### config.mk
export PLATFORM = sky130hd
export DESIGN_NAME = counter
export DESIGN_NICKNAME = d
export VERILOG_FILES = /design/src/rtl/counter_pkg.sv /design/src/rtl/counter.sv
export SDC_FILE = /design/constraint.sdc
export NUM_CORES = 1
export LEC_CHECK = 0
export ABC_AREA = 1
export CELL_PAD_IN_SITES_DETAIL_PLACEMENT = 0
export CELL_PAD_IN_SITES_GLOBAL_PLACEMENT = 1
export CORE_MARGIN = 2
export CORE_UTILIZATION = 28
export DETAILED_ROUTE_END_ITERATION = 7
export HOLD_SLACK_MARGIN = 0.15
export PLACE_DENSITY_LB_ADDON = 0.1
export SLEW_MARGIN = 20
export SYNTH_ARGS = -nofsm -noshare
export SYNTH_HDL_FRONTEND = slang
export SYNTH_SLANG_ARGS = --single-unit
### constraint.sdc
create_clock -name clk -period 1.1 [get_ports clk]
set_input_delay 0.11 -clock clk [delete_from_list [all_inputs] [get_ports clk]]
set_output_delay 0.11 -clock clk [all_outputs]
set_load 0.005 [all_outputs]
### src/rtl/counter_pkg.sv
// Shared helpers for the saturating cycle counter.
// Parameter legality is checked here so the counter can assert on it during elaboration.
package counter_pkg;

    // True when max_val fits in an unsigned field of the given width.
    function automatic bit cnt_max_legal(int unsigned width, longint unsigned max_val);
        if (width >= 64) begin
            return 1'b1;
        end
        return max_val <= ((64'd1 << width) - 64'd1);
    endfunction

endpackage

### src/rtl/counter.sv
// Free-running saturating up-counter: counts cycles since the last synchronous clear,
// holding at count_max until cleared. Output is purely registered.
module counter
    import counter_pkg::*;
#(
    parameter int unsigned     count_width = 8,
    parameter longint unsigned count_max   = (64'd1 << count_width) - 64'd1
) (
    input  logic                   clk,
    input  logic                   reset,
    output logic [count_width-1:0] count
);

    if (count_width < 1) begin : g_bad_width
        $fatal(1, "counter: count_width must be at least 1");
    end

    if (!cnt_max_legal(count_width, count_max)) begin : g_bad_max
        $fatal(1, "counter: count_max does not fit in count_width bits");
    end

    localparam logic [count_width-1:0] MAX = count_width'(count_max);
    localparam logic [count_width-1:0] ONE = count_width'(1);

    // Power-up value of 0 so counting starts correctly even if reset is never asserted.
    logic [count_width-1:0] r_count = '0;
    logic                   w_sat;

    assign w_sat = (r_count == MAX);

    always_ff @(posedge clk) begin
        if (reset) begin
            r_count <= '0;
        end else if (!w_sat) begin
            r_count <= r_count + ONE;
        end
    end

    assign count = r_count;

endmodule

Word level (Yosys, flattened, before mapping):

Cells that the tools add are included.

* register bits after elaboration: 8
* bits in latches: 0
* memory bits (writable): 0
* memory bits (read-only): 0
* bits of input ports: 2
* output and inout bits: 8
* word-level logic and storage cells: 3
* memories kept: 0

* add/sub/neg operators: 1
* $mul: 0
* div/mod/pow operators: 0
* magnitude comparators: 0
* eq/ne operators: 1
* shift operators: 0
* mux-type cells: 0
* bitwise logic cells: 0
* reductions and logical operators: 0

Operators with widths (count)
* adder 8 x 1 -> 8 bit, second input constant: 1
* == test 8 bit, second input constant: 1

Longest topological paths before layout:

* depth after elaboration: 1
* gate-level depth with buffers: 7
* mapped depth without buffers: 7

Least setup slack after synthesis:

OpenSTA, ideal clock, no wires.

* path type: register to register
* start: register r_count[0] (netlist: count[0])
* end: register r_count[0] (netlist: count[0])
* setup time: 0.113 ns
* arrival: 1.017 ns
* required time: 0.987 ns
* setup slack: -0.030 ns
* cell stages (with the launch flop): 8
* buffers on the path: 0
* clock period less this slack: 1.130 ns
* cell sequence: dfxtp_1 -> ha_1 -> nand3_2 -> clkinv_2 -> nand2_4 -> clkinv_1 -> nor2_1 -> nor2_1

* cells in the longest elaborated chain, start to end: 1
* elaborated cells on any way between the ends: 2
* classes of those cells: 1 x add/sub; 1 x eq/ne

RTL lines
* from (decl): RTL line counter.sv:26 `logic [count_width-1:0] r_count = '0;`
* from (signal assigned): RTL line counter.sv:35 `r_count <= r_count + ONE;`
* adder 8 x 1 -> 8 bit or == test 8 bit (tied branches): RTL line counter.sv:35, counter.sv:29

Parallel ways exist; a longest one is shown, timed or not.
A chain may end at the register's enable or synchronous reset.

Worst setup path after layout:

* start: register r_count[1] (netlist: count[1])
* end: register r_count[0] (netlist: count[0])

* cells in the longest elaborated chain, start to end: 1

RTL lines
* == test 8 bit: RTL line counter.sv:29 `assign w_sat = (r_count == MAX);`

No other way between the ends.

==> out/qor.yml <==
grt:
  grt_max_degree: 7
  grt_pass1_wl_mm: 1.897
  antenna_found_initial: 0
  track_usage_pct: 15.03
  grt_overflow: 0
  grt_pass1_vias: 425
critical_path:
  crit_end: "count[0]"
  path_class: "reg -> reg"
  arrival_ns: 1.25
  crit_fanout: 6
  crit_path_start_kind: "flip-flop"
  reg2reg_from: "count[1]"
  worstReg2RegEnd: "count[0]"
  reg2regPathDepth: 7
  cp.required_ns: 1.26
  rrSetupSlack_ns: 0.005
  endpoint_kind: "flip-flop"
  startpoint: "count[1]"
power_and_ir_drop:
  power.density_nw_per_um2: 930.8
  leakage_nw: 0.2963
  max-vdd-ir-drop_v: 0.0004301
sta:
  whs_ns: 0.5265
  worstMarginPinSlew_ns: 0.1717
  period_minus_slack_ns: 1.095
  setup_viol: 0
  max_freq_mhz: 913.1
  fin_crit_sh_pct: 99.56
  drv_slew: 0
  maxSlewHeadroom_pct: 88.47
  hold_viol: 0
  rsz0062_at_grt: "true"
  fin_skew_ns: 0.002921
cells_and_area:
  instances_no_fill: 97
  largest_register_ffs: 8
  syn2layout_area_growth_pct: 65.14
  drive_above_1_share_pct: 39.02
  fin_util_pct: 50.66
  nets: 87
  diodes: 0
yosys:
  synthFlopType: "dfxtp_1"
  synth_edf_count: 0
  yosysTopAreaCell: "dfxtp_1"
  synthTopCellsByArea: "dfxtp_1 39%, nand2_1 14%, nor2_1 9.2%"
  synth_common_cells: "15 x nand2_1, 10 x nor2_1, 8 x dfxtp_1, 5 x inv_1"
  yosysSeqAreaShare_pct: 39.14
  syn_area_per_cell_um2: 6.935
  ys_types: 17
  syn_nets: 62
  syn_inst: 59
  synth_top_area_share_pct: 39.14
  syn-cell-area_um2: 409.1
  yosys_warnings: 0
  synth-seq-cells: 8
  async_flop_share_pct: 0
  synth_most_common_cell: "nand2_1"
cts:
  clock-sinks: 8
  cts_tree: "built"
  clk_latency_ns: 0.26
  numCtsBuffers: 3
  cts_root_buf: "clkbuf_4"
  htreeDepth: 1
  path_clk_slew_ns: 0.06
  clockBufferDepth: 2
hold_path:
  min_path_cells: 2
  worstHoldPathType: "reg -> reg"
routing:
  drtIter0Drc: 6
  route.detailed.drc: 0
  vias_per_cell: 4.536
  dr_total_vias: 440
  dr.pass1.iters: 4
  totalWireLength_mm: 1.153
  wl_per_cell_um: 11.89
  final_antenna_net_count: 0
floorplan:
  start_util_pct: 30.68
  dieHeight_um: 42.23
  die_area_um2: 1783
  pin_count: 10
  fp-row-count: 13
  core-area_um2: 1334
  fp.dieW_um: 42.23
placed_design:
  io_buffers: 9
  dp.cells: 87
  place_hpwl_um: 709.1
  gp_routability_congestion: 0.6715
run:
  drv_cap: 0
run_status:
  outcome: "completed"
placed cells by master (no fill, tap or decap), drive strengths merged:
master          n
a31oi           2
dlygate4sd2     6
dfxtp           8
buf            11
clkdlybuf4s50   1
ha              1
nor3            1
nand3           4
xnor2           1
nor2           13
inv             6
nand2          16
clkdlybuf4s15   2
a21oi           3
clkinv          2
clkbuf          3
o21ai           2
final cells by class:
type	instances	area [um^2]
Clock buffer	3	22.52
Fill cell	149	658.1
Inverter	8	32.53
Multi-Input combinational cell	43	252.7
Sequential cell	8	180.2
Tap cell	15	18.77
Timing Repair Buffer	20	168.9
worst max-delay path: stages, from the launching register on:
cell and delay, ns:
dfxtp_4 0.36, ha_4 0.15, nand3_4 0.07, inv_4 0.07
nand2_4 0.07, buf_6 0.13, o21ai_2 0.10, nor2_1 0.04
worst min path at each step:
stage	endpoint	startpoint	slack, ns
global route	count[7]	reset	0.54
global placement	count[4]	count[4]	0.54
finish	count[4]	count[4]	0.53
detailed placement	count[4]	count[4]	0.54
CTS	count[3]	count[3]	0.53
floorplan	count[7]	reset	0.18
power by group:
group,internal (mW),total [mW],switching (mW)
sequential,0.295,0.309,0.0139
combinational,0.0444,0.0790,0.0346
clock,0.126,0.241,0.115
per-layer routing:
layer,vias to the layer above,share of wire [%],track usage (%)
li1,234,-,-
met4,0,3.0,11.25
met1,195,45,16.93
met2,7,49,24.92
met3,4,2.8,2.586
met5,-,0,0
timing repair:
action                     CTS  global route
hold buffers                 0             0
cloned                       0             0
setup endpoints to repair   10             7
pin swaps                    3             3
resized for setup           26             4
setup buffers                7             1
stage by stage:
step           total power, mW  setup WS [ns]  instance area (um^2)   TNS, ns
2_1_floorplan           0.3436        0.02787                 414.1         0
3_3_place_gp            0.3916       -0.02946                 553.0  -0.03057
3_5_place_dp            0.3883      0.0009541                 553.0         0
4_1_cts                 0.6271       0.001646                 659.4         0
5_1_grt                 0.6641       -0.07993                 675.6   -0.2844
6_report                0.6289       0.004786                 675.6         0
kinds of logic (layout without fill, tap and decap cells):
| kind of cell | after synthesis | count (layout) | synth area share [%] |
|---|---|---|---|
| simple gates | 34 | 34 | 38.83 |
| flops | 8 | 8 | 39.14 |
| xor+xnor | 1 | 1 | 2.141 |
| compound gates | 7 | 7 | 9.173 |
| fa+ha+maj | 1 | 1 | 3.058 |
| buf+inv | 8 | 31 | 7.645 |
Note: power is estimated with default switching activity, not from simulation.
